<file path="config.mk">
export PLATFORM = sky130hd
export DESIGN_NAME = multi_cycle_sequencer_flat
export DESIGN_NICKNAME = d
export VERILOG_FILES = /design/src/rtl/multi_cycle_sequencer_pkg.sv /design/src/rtl/multi_cycle_sequencer_if.sv /design/src/rtl/multi_cycle_sequencer_mem_wait_timer.sv /design/src/rtl/multi_cycle_sequencer.sv /design/src/flat_wrapper.sv
export SDC_FILE = /design/constraint.sdc
export NUM_CORES = 1
export LEC_CHECK = 0
export ABC_AREA = 1
export BUFFER_PORTS_ARGS = -buffer_cell sky130_fd_sc_hd__buf_2
export CAP_MARGIN = 40
export CORE_MARGIN = 1
export CORE_UTILIZATION = 45
export DETAILED_ROUTE_END_ITERATION = 6
export GPL_ROUTABILITY_DRIVEN = 0
export PLACE_DENSITY = 0.68
export SETUP_SLACK_MARGIN = 0.05
export SLEW_MARGIN = 10
export SYNTH_ARGS = -nofsm -noshare
export SYNTH_HDL_FRONTEND = slang
export SYNTH_SLANG_ARGS = --single-unit
</file>
<file path="constraint.sdc">
create_clock -name clk -period 3.24 [get_ports clk]
set_clock_uncertainty 0.15 [all_clocks]
set_input_delay 0.648 -clock clk [delete_from_list [all_inputs] [get_ports clk]]
set_output_delay 0.648 -clock clk [all_outputs]
set_load 0.02 [all_outputs]
</file>
<file path="src/rtl/multi_cycle_sequencer_pkg.sv">
// Shared encodings for the multi-cycle sequencer: FSM states, ISA opcodes,
// ALU operation and ALU source-B select codes.
package multi_cycle_sequencer_pkg;

    typedef enum logic [3:0] {
        S_FETCH     = 4'd0,
        S_DECODE    = 4'd1,
        S_EXEC_R    = 4'd2,
        S_R_WB      = 4'd3,
        S_MEM_ADDR  = 4'd4,
        S_MEM_READ  = 4'd5,
        S_MEM_WB    = 4'd6,
        S_MEM_WRITE = 4'd7,
        S_BRANCH    = 4'd8,
        S_ILLEGAL   = 4'd9,
        S_BUS_ERR   = 4'd10
    } state_e;

    localparam logic [5:0] OP_RTYPE = 6'b000000;
    localparam logic [5:0] OP_LW    = 6'b000001;
    localparam logic [5:0] OP_SW    = 6'b000010;
    localparam logic [5:0] OP_BEQ   = 6'b000011;

    localparam logic [1:0] ALU_ADD   = 2'b00;
    localparam logic [1:0] ALU_SUB   = 2'b01;
    localparam logic [1:0] ALU_FUNCT = 2'b10;

    localparam logic [1:0] SRCB_RT     = 2'b00;
    localparam logic [1:0] SRCB_FOUR   = 2'b01;
    localparam logic [1:0] SRCB_IMM    = 2'b10;
    localparam logic [1:0] SRCB_IMM_SH = 2'b11;

    // States that wait on memReady and are therefore guarded by the timer.
    function automatic logic is_mem_wait_state(input state_e s);
        return (s == S_FETCH) || (s == S_MEM_READ) || (s == S_MEM_WRITE);
    endfunction

endpackage

</file>
<file path="src/rtl/multi_cycle_sequencer_if.sv">
// Control/status bundle between the sequencer (master) and the shared
// datapath plus memory (slave).
interface multi_cycle_sequencer_if;

    logic [5:0] opCode;
    logic       zero;
    logic       memReady;

    logic       pcWrite;
    logic       pcSrc;
    logic       irWrite;
    logic       iOrD;
    logic       memRead;
    logic       memWrite;
    logic       memToReg;
    logic       regWrite;
    logic       regDst;
    logic       aluSrcA;
    logic [1:0] aluSrcB;
    logic [1:0] aluOp;
    logic       retire;
    logic       illegalOp;
    logic       busError;
    logic [3:0] state;

    modport master (
        input  opCode, zero, memReady,
        output pcWrite, pcSrc, irWrite, iOrD, memRead, memWrite, memToReg,
               regWrite, regDst, aluSrcA, aluSrcB, aluOp, retire,
               illegalOp, busError, state
    );

    modport slave (
        output opCode, zero, memReady,
        input  pcWrite, pcSrc, irWrite, iOrD, memRead, memWrite, memToReg,
               regWrite, regDst, aluSrcA, aluSrcB, aluOp, retire,
               illegalOp, busError, state
    );

endinterface

</file>
<file path="src/rtl/multi_cycle_sequencer_mem_wait_timer.sv">
// Counts memReady-low cycles in a memory-wait state and flags a timeout once
// MAX_WAIT such cycles have elapsed; MAX_WAIT=0 disables the timeout.
module mem_wait_timer #(
    parameter int MAX_WAIT = 15
) (
    input  logic clk,
    input  logic rst_n,
    input  logic clear,
    input  logic memReady,
    input  logic active,
    output logic timeout
);

    localparam int              CW     = (MAX_WAIT > 0) ? $clog2(MAX_WAIT + 1) : 1;
    localparam logic [CW-1:0]   LIMIT  = CW'(MAX_WAIT);
    localparam logic            ENABLE = (MAX_WAIT > 0);

    logic [CW-1:0] cnt_q, cnt_d;

    // Saturates at LIMIT so a long stall never wraps back to a small count.
    always_comb begin
        cnt_d = cnt_q;
        if (clear) begin
            cnt_d = '0;
        end else if (active && !memReady && (cnt_q != LIMIT)) begin
            cnt_d = cnt_q + 1'b1;
        end
    end

    always_ff @(posedge clk) begin
        if (!rst_n) begin
            cnt_q <= '0;
        end else begin
            cnt_q <= cnt_d;
        end
    end

    assign timeout = ENABLE && active && !memReady && (cnt_q == LIMIT);

endmodule

</file>
<file path="src/rtl/multi_cycle_sequencer.sv">
// Multi-cycle control FSM for the shared-ALU/shared-memory datapath running
// R-format, LW, SW and BEQ, with sticky traps for bad opcodes and bus stalls.
module multi_cycle_sequencer
    import multi_cycle_sequencer_pkg::*;
#(
    parameter int MAX_WAIT = 15
) (
    input  logic                    clk,
    input  logic                    rst_n,
    multi_cycle_sequencer_if.master bus
);

    state_e     state_q, state_d;
    logic [5:0] opLatch_q;
    logic       wait_active, wait_clear, timeout;

    logic       pcWrite, pcSrc, irWrite, iOrD, memRead, memWrite;
    logic       memToReg, regWrite, regDst, aluSrcA, retire;
    logic       illegalOp, busError;
    logic [1:0] aluSrcB, aluOp;

    assign wait_active = is_mem_wait_state(state_q);
    // Any state change re-arms the timer, including MEM_WRITE -> FETCH.
    assign wait_clear  = (state_d != state_q);

    mem_wait_timer #(.MAX_WAIT(MAX_WAIT)) u_timer (
        .clk      (clk),
        .rst_n    (rst_n),
        .clear    (wait_clear),
        .memReady (bus.memReady),
        .active   (wait_active),
        .timeout  (timeout)
    );

    always_comb begin
        state_d = state_q;
        case (state_q)
            S_FETCH: begin
                if (bus.memReady)  state_d = S_DECODE;
                else if (timeout)  state_d = S_BUS_ERR;
            end
            S_DECODE: begin
                case (bus.opCode)
                    OP_RTYPE:     state_d = S_EXEC_R;
                    OP_LW, OP_SW: state_d = S_MEM_ADDR;
                    OP_BEQ:       state_d = S_BRANCH;
                    default:      state_d = S_ILLEGAL;
                endcase
            end
            S_EXEC_R:    state_d = S_R_WB;
            S_R_WB:      state_d = S_FETCH;
            S_MEM_ADDR:  state_d = (opLatch_q == OP_LW) ? S_MEM_READ : S_MEM_WRITE;
            S_MEM_READ: begin
                if (bus.memReady)  state_d = S_MEM_WB;
                else if (timeout)  state_d = S_BUS_ERR;
            end
            S_MEM_WB:    state_d = S_FETCH;
            S_MEM_WRITE: begin
                if (bus.memReady)  state_d = S_FETCH;
                else if (timeout)  state_d = S_BUS_ERR;
            end
            S_BRANCH:    state_d = S_FETCH;
            S_ILLEGAL:   state_d = S_ILLEGAL;
            S_BUS_ERR:   state_d = S_BUS_ERR;
            default:     state_d = S_ILLEGAL;
        endcase
    end

    always_ff @(posedge clk) begin
        if (!rst_n) begin
            state_q   <= S_FETCH;
            opLatch_q <= '0;
        end else begin
            state_q <= state_d;
            if (state_q == S_DECODE) begin
                opLatch_q <= bus.opCode;
            end
        end
    end

    // Moore decode of the state register; irWrite/pcWrite/retire may be
    // qualified by memReady or zero, and strobes are held off during reset.
    always_comb begin
        pcWrite   = 1'b0;
        pcSrc     = 1'b0;
        irWrite   = 1'b0;
        iOrD      = 1'b0;
        memRead   = 1'b0;
        memWrite  = 1'b0;
        memToReg  = 1'b0;
        regWrite  = 1'b0;
        regDst    = 1'b0;
        aluSrcA   = 1'b0;
        aluSrcB   = SRCB_RT;
        aluOp     = ALU_ADD;
        retire    = 1'b0;
        illegalOp = 1'b0;
        busError  = 1'b0;
        case (state_q)
            S_FETCH: begin
                memRead = 1'b1;
                aluSrcB = SRCB_FOUR;
                irWrite = bus.memReady;
                pcWrite = bus.memReady;
            end
            S_DECODE:    aluSrcB = SRCB_IMM_SH;
            S_EXEC_R: begin
                aluSrcA = 1'b1;
                aluOp   = ALU_FUNCT;
            end
            S_R_WB: begin
                regWrite = 1'b1;
                regDst   = 1'b1;
                retire   = 1'b1;
            end
            S_MEM_ADDR: begin
                aluSrcA = 1'b1;
                aluSrcB = SRCB_IMM;
            end
            S_MEM_READ: begin
                memRead = 1'b1;
                iOrD    = 1'b1;
            end
            S_MEM_WB: begin
                regWrite = 1'b1;
                memToReg = 1'b1;
                retire   = 1'b1;
            end
            S_MEM_WRITE: begin
                memWrite = 1'b1;
                iOrD     = 1'b1;
                retire   = bus.memReady;
            end
            S_BRANCH: begin
                aluSrcA = 1'b1;
                aluOp   = ALU_SUB;
                pcSrc   = 1'b1;
                pcWrite = bus.zero;
                retire  = 1'b1;
            end
            S_ILLEGAL:   illegalOp = 1'b1;
            S_BUS_ERR:   busError  = 1'b1;
            default: ;
        endcase
        if (!rst_n) begin
            pcWrite  = 1'b0;
            irWrite  = 1'b0;
            regWrite = 1'b0;
            memWrite = 1'b0;
            memRead  = 1'b0;
            retire   = 1'b0;
        end
    end

    assign bus.pcWrite   = pcWrite;
    assign bus.pcSrc     = pcSrc;
    assign bus.irWrite   = irWrite;
    assign bus.iOrD      = iOrD;
    assign bus.memRead   = memRead;
    assign bus.memWrite  = memWrite;
    assign bus.memToReg  = memToReg;
    assign bus.regWrite  = regWrite;
    assign bus.regDst    = regDst;
    assign bus.aluSrcA   = aluSrcA;
    assign bus.aluSrcB   = aluSrcB;
    assign bus.aluOp     = aluOp;
    assign bus.retire    = retire;
    assign bus.illegalOp = illegalOp;
    assign bus.busError  = busError;
    assign bus.state     = state_q;

endmodule

</file>
<file path="src/flat_wrapper.sv">
// flat-port wrapper written by rule: the top's interface ports become plain ports
module multi_cycle_sequencer_flat import multi_cycle_sequencer_pkg::*;
#(
    parameter int MAX_WAIT = 15
)
  (clk, rst_n, bus_opCode, bus_zero, bus_memReady, bus_pcWrite, bus_pcSrc, bus_irWrite, bus_iOrD, bus_memRead, bus_memWrite, bus_memToReg, bus_regWrite, bus_regDst, bus_aluSrcA, bus_aluSrcB, bus_aluOp, bus_retire, bus_illegalOp, bus_busError, bus_state);
  multi_cycle_sequencer_if bus_i ();
  input  logic clk;
  input  logic rst_n;
  input wire logic [$bits(bus_i.opCode)-1:0] bus_opCode;
  input wire logic [$bits(bus_i.zero)-1:0] bus_zero;
  input wire logic [$bits(bus_i.memReady)-1:0] bus_memReady;
  output wire logic [$bits(bus_i.pcWrite)-1:0] bus_pcWrite;
  output wire logic [$bits(bus_i.pcSrc)-1:0] bus_pcSrc;
  output wire logic [$bits(bus_i.irWrite)-1:0] bus_irWrite;
  output wire logic [$bits(bus_i.iOrD)-1:0] bus_iOrD;
  output wire logic [$bits(bus_i.memRead)-1:0] bus_memRead;
  output wire logic [$bits(bus_i.memWrite)-1:0] bus_memWrite;
  output wire logic [$bits(bus_i.memToReg)-1:0] bus_memToReg;
  output wire logic [$bits(bus_i.regWrite)-1:0] bus_regWrite;
  output wire logic [$bits(bus_i.regDst)-1:0] bus_regDst;
  output wire logic [$bits(bus_i.aluSrcA)-1:0] bus_aluSrcA;
  output wire logic [$bits(bus_i.aluSrcB)-1:0] bus_aluSrcB;
  output wire logic [$bits(bus_i.aluOp)-1:0] bus_aluOp;
  output wire logic [$bits(bus_i.retire)-1:0] bus_retire;
  output wire logic [$bits(bus_i.illegalOp)-1:0] bus_illegalOp;
  output wire logic [$bits(bus_i.busError)-1:0] bus_busError;
  output wire logic [$bits(bus_i.state)-1:0] bus_state;
  assign bus_i.opCode = bus_opCode;
  assign bus_i.zero = bus_zero;
  assign bus_i.memReady = bus_memReady;
  assign bus_pcWrite = bus_i.pcWrite;
  assign bus_pcSrc = bus_i.pcSrc;
  assign bus_irWrite = bus_i.irWrite;
  assign bus_iOrD = bus_i.iOrD;
  assign bus_memRead = bus_i.memRead;
  assign bus_memWrite = bus_i.memWrite;
  assign bus_memToReg = bus_i.memToReg;
  assign bus_regWrite = bus_i.regWrite;
  assign bus_regDst = bus_i.regDst;
  assign bus_aluSrcA = bus_i.aluSrcA;
  assign bus_aluSrcB = bus_i.aluSrcB;
  assign bus_aluOp = bus_i.aluOp;
  assign bus_retire = bus_i.retire;
  assign bus_illegalOp = bus_i.illegalOp;
  assign bus_busError = bus_i.busError;
  assign bus_state = bus_i.state;
  multi_cycle_sequencer #(.MAX_WAIT(MAX_WAIT)) u_core (.clk(clk), .rst_n(rst_n), .bus(bus_i));
endmodule
</file>
### Word level (Yosys, flattened, before mapping)

Cells that the tools add are included.

* mux-type cells: 28
* reduce and logical (&&, ||, !) cells: 15
* eq/ne operators: 17
* bitwise logic cells: 1
* $add $sub $neg: 1

Operator list (number)
* 4-bit case mux with 8 select lines: 1
* 1-bit 2-to-1 mux: 17
* 4-bit by 3-bit == test with 1-bit output, second input constant: 4
* 4-bit == test, second input constant: 4
* 4-bit 2-to-1 mux: 4
* 6-bit by 1-bit == test with 1-bit output, second input constant: 2
* 6-bit by 2-bit == test with 1-bit output, second input constant: 2
* 4-bit case mux with 3 select lines: 1
* 2-bit OR reduction: 5
* 4-bit by 2-bit == test with 1-bit output, second input constant: 2
* 6-bit zero test: 1
* 2-bit case mux with 3 select lines: 1
* 3-bit OR reduction: 2
* 4-bit by 1-bit adder with 4-bit output, second input constant: 1
* 4-bit by 1-bit == test with 1-bit output, second input constant: 1
* 4-bit zero test: 1
* 4-bit != test: 1
* 4-bit != test, second input constant: 1
* 1-bit case mux with 2 select lines: 2
* 2-bit case mux with 2 select lines: 1
* 1-bit logical AND: 3
* 1-bit logical OR: 2
* 2-bit 2-to-1 mux: 1
* 1-bit zero test: 1
* 1-bit inverter: 1

* input port bits: 10
* word-level logic and storage cells: 65
* output and inout bits: 21
* flip-flop bits (word level): 14

### Depth between registers and ports, before layout

Gate-level depths: netlist (run 1).

* depth after elaboration: 10
* gate-level depth with buffers: 14
* gate-level depth less buffers: 13

### Modules after synthesis

Synthesis (run 1) repeated with hierarchy kept, for this count alone.

* cells, all modules: 177
* area, all modules: 1019.7 um2

By module, submodules not included
* multi_cycle_sequencer: area each 773.2 um2, sequential area each 200.2 um2, times used 1, cells each 142
* mem_wait_timer: area each 246.5 um2, sequential area each 80.1 um2, times used 1, cells each 35

### Worst setup path before layout (run 1)

Ideal clock, no wire load.

* path type: register to output
* start: register u_core.state_q[1], in the netlist u_core.bus.state[1]
* end: output port bus_retire
* cell stages (with the launch flop): 5
* data arrival time: 1773 ps
* slack: 669 ps
* buffers on the path: 0
* cells stage by stage: dfxtp_1 -> inv_2 -> nor3_1 -> nor2_1 -> a31oi_1

* word-level cells in the longest chain between the ends: 4
* elaborated cells on any way between the ends: 7
* those cells by class: eq/ne (4); mux (2); reduce/logical (1)

RTL lines
* start: declaration: line multi_cycle_sequencer.sv:13 `state_e state_q, state_d;`
* start signal: assignment: line multi_cycle_sequencer.sv:74 `state_q <= state_d;`
* 4-bit by 2-bit == test with 1-bit output (tied with other cells): line multi_cycle_sequencer.sv:99 `case (state_q)`
* 3-bit OR reduction (no line)
* 1-bit case mux with 2 select lines (*): line multi_cycle_sequencer.sv:99
* 1-bit 2-to-1 mux (*): line multi_cycle_sequencer.sv:145 `if (!rst_n) begin`
* end: declaration: line flat_wrapper.sv:25 `output wire logic [$bits(bus_i.retire)-1:0] bus_retire;`

Every way passes the cells marked *; elsewhere a longest branch is shown, timed or not.

### Worst setup path after layout (run 1)

* start: register u_core.state_q[3], in the netlist u_core.bus.state[3]
* end: output port bus_retire

The elaborated chain is that of the path after synthesis.

==> impl_results.md, run 1 <==
- FF+latch count, synth: 14
- Root buffer cell: clkbuf_4
- P&R area growth vs syn: 19.0%
- Worst-margin pin slew: 0.456 ns
- CP startpoint kind: register
- Cell family contributing the most delay on the critical path: flip-flops
- CTS HTree Levels: 1
- Post_cts resized: 0
- Internal power: 539 µW
- WL/cell: 10.7 µm
- Clock-pin slew on the worst setup and hold paths: 0.09 ns
- Worst hold path class: reg2reg
- Die footprint: 2510 µm²
- Clk network pwr share: 0.111
- WP data required: 2.44 ns
- Hold Vio Cnt, Final: 0
- Cell Chain, Critical Path: inv_2 -> nor2_1 -> inv_1 -> nor2_1 -> inv_2 -> a31oi_1 -> buf_2
- Final Util: 0.565
- Setup TNS: 0 ns
- Leakage: 0.000685 µW
- Fmax: 399 MHz
- Hold Buf Count CTS: 0
- MaxCap Viol Count: 0
- Row Count: 17
- Cell Area, Synth: 1040 µm²
- Largest cells by area after synthesis: dfxtp_1 27%, nor2_1 12%, nand2_1 12%
- Post-CTS Setup Repair Bufs: 0
- Switch Pwr: 619 µW
- Period minus WS final: 2.50 ns
- Tot Pwr: 1160 µW
- Min Hold Slack: 0.306 ns
- Worst Path Buf+Inv: 4
- EDFF count, synth: 0
- CP max stage delay: 0.46 ns
- Tcrit/Tclk final: 0.773
- Insertion delay to the later sink of the worst-skew pair: 0.29 ns
- Seq/Total Area, Yosys: 0.270
- Worst vdd ir: 0.000486 V
- Ys Warns: 0
- Worst Path Max Fanout: 5
- Final WL: 2.41 mm
- Overflow after GRT: 0
- DRC violation count after routing: 0
- Syn Nets: 178
- Most frequent cell after synthesis: nor2_1
- Synth cell count leaders: 34 x nor2_1, 32 x nand2_1, 16 x nand3_1
- N_diodes: 0
- Top FF cell, synth: dfxtp_1
- Die Wd: 50.1 µm
- Ys async rst share: 0
- Num ports: 31
- Die extent in y: 50.1 µm
- Sw frac: 0.535
- First-pass GRT wire length: 4.15 mm
- Crit path kind: reg2out
- Slew HR: 0.696
- Cells after synthesis: 167
- Initial Util: 0.475
- Top cell type's share of synthesized area: 0.270
- Drt pass-1 iters: 5
- Layout cells sized above 1: 0.318
- Drt via density: 4.92
- Outcome: complete, no violations
- Core area: 2190 µm²
- RSZ-0062 raised after global routing: no
- Synth cell types: 26
- Syn_area_per_cell: 6.23 µm²
- Pin count of the biggest net entering global routing: 11
- Pwr per Cell Area: 936 nW/µm²
- Critical Path AT: 1.71 ns
- Initial DRC Count: 22
- Comb pwr share: 0.638
- Final nets: 210
- Port bufs: 30
- CTS tree: done
- CP max stage cell: dfxtp_1
- Vias in the first global route: 956
- Total CTS buffers: 3
- Clock buffer depth: 2
- Final setup violating endpoints: 0
- All-Layer GR Usage: 0.215
- Initial antenna violation count: 0
- Post-route ant nets: 0
- Clock sinks: 14
- Kind of end point of the critical path: primary output
- Detailed Place HPWL: 1.97 mm
- Sequential group share of total power: 0.252
- Leading area contributor after synthesis: dfxtp_1
- Final Max Tran Viols: 0
- Routed via count: 1112
-- layout make-up --
| cell class | instances | area (µm²) |
|---|---|---|
| sequential | 14 | 280 |
| clock buffer | 4 | 36.3 |
| inverter | 21 | 78.8 |
| fill | 238 | 953 |
| multi-input combinational | 129 | 657 |
| timing repair buffer | 30 | 150 |
| tap | 28 | 35.0 |
-- metal layers --
layer  GRT usage  routed length [µm]
met2       0.393                1180
met1       0.250                1060
met5           0                   0
met3      0.0216                 132
met4      0.0857                  36
-- layout by cell type, fill, tap and decap left out, drive strengths merged --
master and instances:
nor2 44, inv 19, nor3 1, xor2 1, dfxtp 14, nand3b 1, nand2 42, xnor2 2
a21oi 9, clkinv 2, mux2 1, ha 1, o21ai 8, clkbuf 4, buf 30, a31oi 1
nand4 1, nand3 17
-- power groups by stage --
stage / Combinational, µW / Clock, µW / Sequential [µW]
after global placement: 732 / 0 / 294
after floorplan: 585 / 0 / 289
after detailed placement: 739 / 0 / 295
after global routing: 827 / 139 / 298
final: 738 / 128 / 291
after CTS: 743 / 133 / 292
-- through the flow --
stage	cell area [µm²]	setup slack, ns	cells
finish	1240	0.735	226
global route	1240	0.603	226
CTS	1240	0.742	226
detailed placement	1200	1.07	222
global placement	1200	1.10	222
floorplan	1040	0.669	167
-- worst register-to-register path, cell delays in order, from the launching register on --
cell      delay, ns
dfxtp_1        0.61
nand3_1        0.23
nand2_1        0.14
nand3b_2       0.12
nand2_2        0.10
nand2_1        0.05
nand2_1        0.05
nand2_1        0.05
nor2_2         0.11
nand3_2        0.10
nor2_1         0.10
-- worst paths after layout --
check                                    startpoint                      end  slack [ns]  cells after the start
worst min-delay path            u_core.opLatch_q[0]      u_core.opLatch_q[0]        0.31                      2
worst min register to register  u_core.opLatch_q[0]      u_core.opLatch_q[0]        0.31                      2
worst max register to register  u_core.bus.state[0]  u_core.u_timer.cnt_q[2]        1.35                     10
worst max-delay path            u_core.bus.state[3]               bus_retire        0.74                      7
-- kinds of logic after synthesis --
| family | Yosys count | synth area share |
|---|---|---|
| AOI/OAI and AO/OA | 18 | 0.0878 |
| xor gates and xnor gates | 3 | 0.0253 |
| adders and majority gates | 1 | 0.0120 |
| buffers and inverters | 24 | 0.0987 |
| DFF | 14 | 0.270 |
| muxes | 1 | 0.0108 |
| and+or+nand+nor | 106 | 0.496 |
-- registers in the layout (all words and copies together), names as in the netlist --
register              flops
u_core.u_timer.cnt_q      4
u_core.bus.state          4
u_core.opLatch_q          6
(Power assumes the default switching activity.)
==> run 2: changes to the inputs <==
--- a/config.mk
+++ b/config.mk
@@ -5,14 +5,14 @@
 export SDC_FILE = /design/constraint.sdc
 export NUM_CORES = 1
 export LEC_CHECK = 0
-export ABC_AREA = 1
+export ABC_AREA = 0
 export BUFFER_PORTS_ARGS = -buffer_cell sky130_fd_sc_hd__buf_2
 export CAP_MARGIN = 40
 export CORE_MARGIN = 1
 export CORE_UTILIZATION = 45
 export DETAILED_ROUTE_END_ITERATION = 6
 export GPL_ROUTABILITY_DRIVEN = 0
-export PLACE_DENSITY = 0.68
+export PLACE_DENSITY = 0.71
 export SETUP_SLACK_MARGIN = 0.05
 export SLEW_MARGIN = 10
 export SYNTH_ARGS = -nofsm -noshare
==> constraint.sdc (replaced) <==
create_clock -name clk -period 2.1 [get_ports clk]
set_clock_uncertainty 0.15 [all_clocks]
set_input_delay 0.42 -clock clk [delete_from_list [all_inputs] [get_ports clk]]
set_output_delay 0.42 -clock clk [all_outputs]
set_load 0.02 [all_outputs]
==> impl_results.md, run 2 <==
- CP max stage cell: or4_4
- Post-synthesis adder-cell area fraction: 0.0122
- Kind of end point of the critical path: primary output
- R2R Setup Slk: 0.28 ns
- WP depth: 4
- Slew HR: 0.650
- Inst Count DP: 191
- Most frequent cell after synthesis: nand2_1
- Initial DRC Count: 34
- FF+latch count, synth: 14
- RSZ-0062 raised after global routing: yes
- Die Wd: 49.8 µm
- Port bufs: 30
- Row Count: 16
- Worst-margin pin slew: 0.520 ns
- Total CTS buffers: 3
- Num ports: 31
- Final setup violating endpoints: 0
- Pin count of the biggest net entering global routing: 14
- Hold path cells: 3
- Syn_area_per_cell: 7.74 µm²
- Main combinational cell family by area after synthesis: simple AND/OR/NAND/NOR gates
- Critical Path AT: 1.51 ns
- MaxCap Viol Count: 0
- Post-synthesis mux area share: 0.0194
- WP data required: 1.53 ns
- Final nets: 191
- Tcrit/Tclk final: 0.992
- Post-Synth Simple-Gate Area: 0.366
- DRC violation count after routing: 0
- Clock-pin slew on the worst setup and hold paths: 0.09 ns
- Ys async rst share: 0
- Ys Warns: 0
- Cell Area, Synth: 1030 µm²
- CTS HTree Levels: 1
- P&R area growth vs syn: 43.1%
- Synth cell count leaders: 19 x nand2_1, 14 x dfxtp_1, 10 x a21oi_1, 10 x nor2_1, 9 x nor3_1
- Post-route cell area: 1470 µm²
- FF+latch area: 295 µm²
- Area occupied by multi-input gates: 727 µm²
- Worst hold path class: in2reg
- Crit path kind: reg2out
- Post-route ant nets: 0
- Fin cells: 206
- Die footprint: 2480 µm²
- Cell family contributing the most delay on the critical path: simple AND/OR/NAND/NOR gates
- Min Hold Slack: 0.233 ns
- Root buffer cell: clkbuf_4
- Die extent in y: 49.8 µm
- Largest cells by area after synthesis: dfxtp_1 27%, nand2_1 6.9%, a21oi_1 4.9%
- Drt pass-1 iters: 4
- Largest register FFs: 6
- Outcome: complete, no violations
- Largest Register: u_core.opLatch_q
- Post-synthesis compound-gate area fraction: 0.219
- Initial antenna violation count: 0
- CP max stage delay: 0.55 ns
- Cells after synthesis: 133
- Hold Vio Cnt, Final: 0
- Worst vdd ir: 0.000491 V
- Core area: 2060 µm²
- Detailed Place HPWL: 2.07 mm
- RR Startpoint: u_core.bus.state[1]
- Fmax: 480 MHz
- Fill cell total of the finished layout: 152
- Most common cell after layout, fill and taps aside: buf_2
- Synth cell types: 43
- Routed via count: 1179
- WL/cell: 15.4 µm
- Clock sinks: 14
- Setup TNS: 0 ns
- Top cell type's share of synthesized area: 0.272
- Pwr per Cell Area: 700 nW/µm²
- Final WL: 3.17 mm
- N_diodes: 0
- FF-to-FF End: u_core.u_timer.cnt_q[3]
- Worst Path Max Fanout: 6
- Top FF cell, synth: dfxtp_1
- Layout cells sized above 1: 0.469
- Final Util: 0.715
- Xor and xnor area share after synthesis: 0.0340
- Cell Chain, Critical Path: or4_4 -> nor2_4 -> a31o_4 -> buf_6
- Reg2reg path depth: 5
- Placement-stage cell area: 1260 µm²
- Initial Util: 0.499
- Insertion delay to the later sink of the worst-skew pair: 0.28 ns
- Final Max Tran Viols: 0
- Vias in the first global route: 995
- Clock buffer depth: 2
- Seq/Total Area, Yosys: 0.272
- Hold Path End: u_core.opLatch_q[5]
- Leading area contributor after synthesis: dfxtp_1
- Worst Path Buf+Inv: 1
- Hold Path Origin: bus_opCode[5]
- CP startpoint kind: register
- Overflow after GRT: 0
- Drt via density: 5.72
- Leakage: 0.000645 µW
- Commonest cells after routing, fill and taps aside: 23 x buf_2, 22 x buf_4, 18 x nand2_1, 10 x a21oi_1, 10 x dfxtp_1
- Syn Nets: 144
- All-Layer GR Usage: 0.243
- Period minus WS final: 2.08 ns
- CTS tree: done
- EDFF count, synth: 0
- First-pass GRT wire length: 4.67 mm
## run 2: cell type report
cell class              instances  area share
multi-input cells             105       0.493
repair buffers                 53       0.251
flip-flops and latches         14       0.200
clock buffers                   4      0.0246
well taps                      27      0.0229
inverters                       3     0.00764
## run 2: through the flow
| stage | worst slack [ns] | total power (µW) |
|---|---|---|
| global placement | 0.171 | 749 |
| CTS | 0.00481 | 996 |
| detailed placement | 0.153 | 760 |
| floorplan | 0.0495 | 630 |
| global route | -0.0462 | 1090 |
| finish | 0.0178 | 1030 |
## run 2: how the worst max path moves through the flow
stage	start	to	slack [ns]
final	u_core.bus.state[2]	bus_pcWrite	0.02
after detailed placement	u_core.bus.state[2]	bus_aluSrcA	0.15
after global routing	u_core.bus.state[2]	bus_pcWrite	-0.05
after CTS	u_core.bus.state[2]	bus_pcWrite	0.005
after floorplan	u_core.bus.state[2]	bus_regWrite	0.05
after global placement	u_core.bus.state[2]	bus_aluSrcA	0.17
## run 2: kinds of logic (layout without fill, tap and decap cells)
logic type / after synthesis / after routing
muxes: 2 / 2
xor gates and xnor gates: 4 / 4
and+or+nand+nor: 66 / 66
AOI/OAI and AO/OA: 32 / 32
adders and majority gates: 1 / 1
DFF: 14 / 14
buffers and inverters: 14 / 60
## run 2: what timing repair did
item / in CTS / in global routing
buffers inserted: 9 / 2
hold buffers: 0 / 0
pin swaps: 3 / 4
resized for setup: 19 / 12
hold endpoints to repair: 0 / 0
endpoints found under the setup margin: 13 / 8
## run 2: worst min-delay path, delay by kind of cell
kind,cells,cell delay [ns]
simple gates,1,0.05
buf+inv,1,0.10
compound gates,1,0.05
## run 2: power breakdown
part	switching (µW)	total (µW)	internal [µW]
sequential	33.7	326	293
clock	86.2	192	105
combinational	279	514	234
total	399	1030	632
## run 2: layer usage
layer / vias to the layer above / GRT usage / part of all wire
met5: - / 0 / 0
met4: 0 / 0.0143 / 0.020
met3: 10 / 0.0494 / 0.063
met2: 58 / 0.405 / 0.49
met1: 545 / 0.336 / 0.43
li1: 566 / - / -
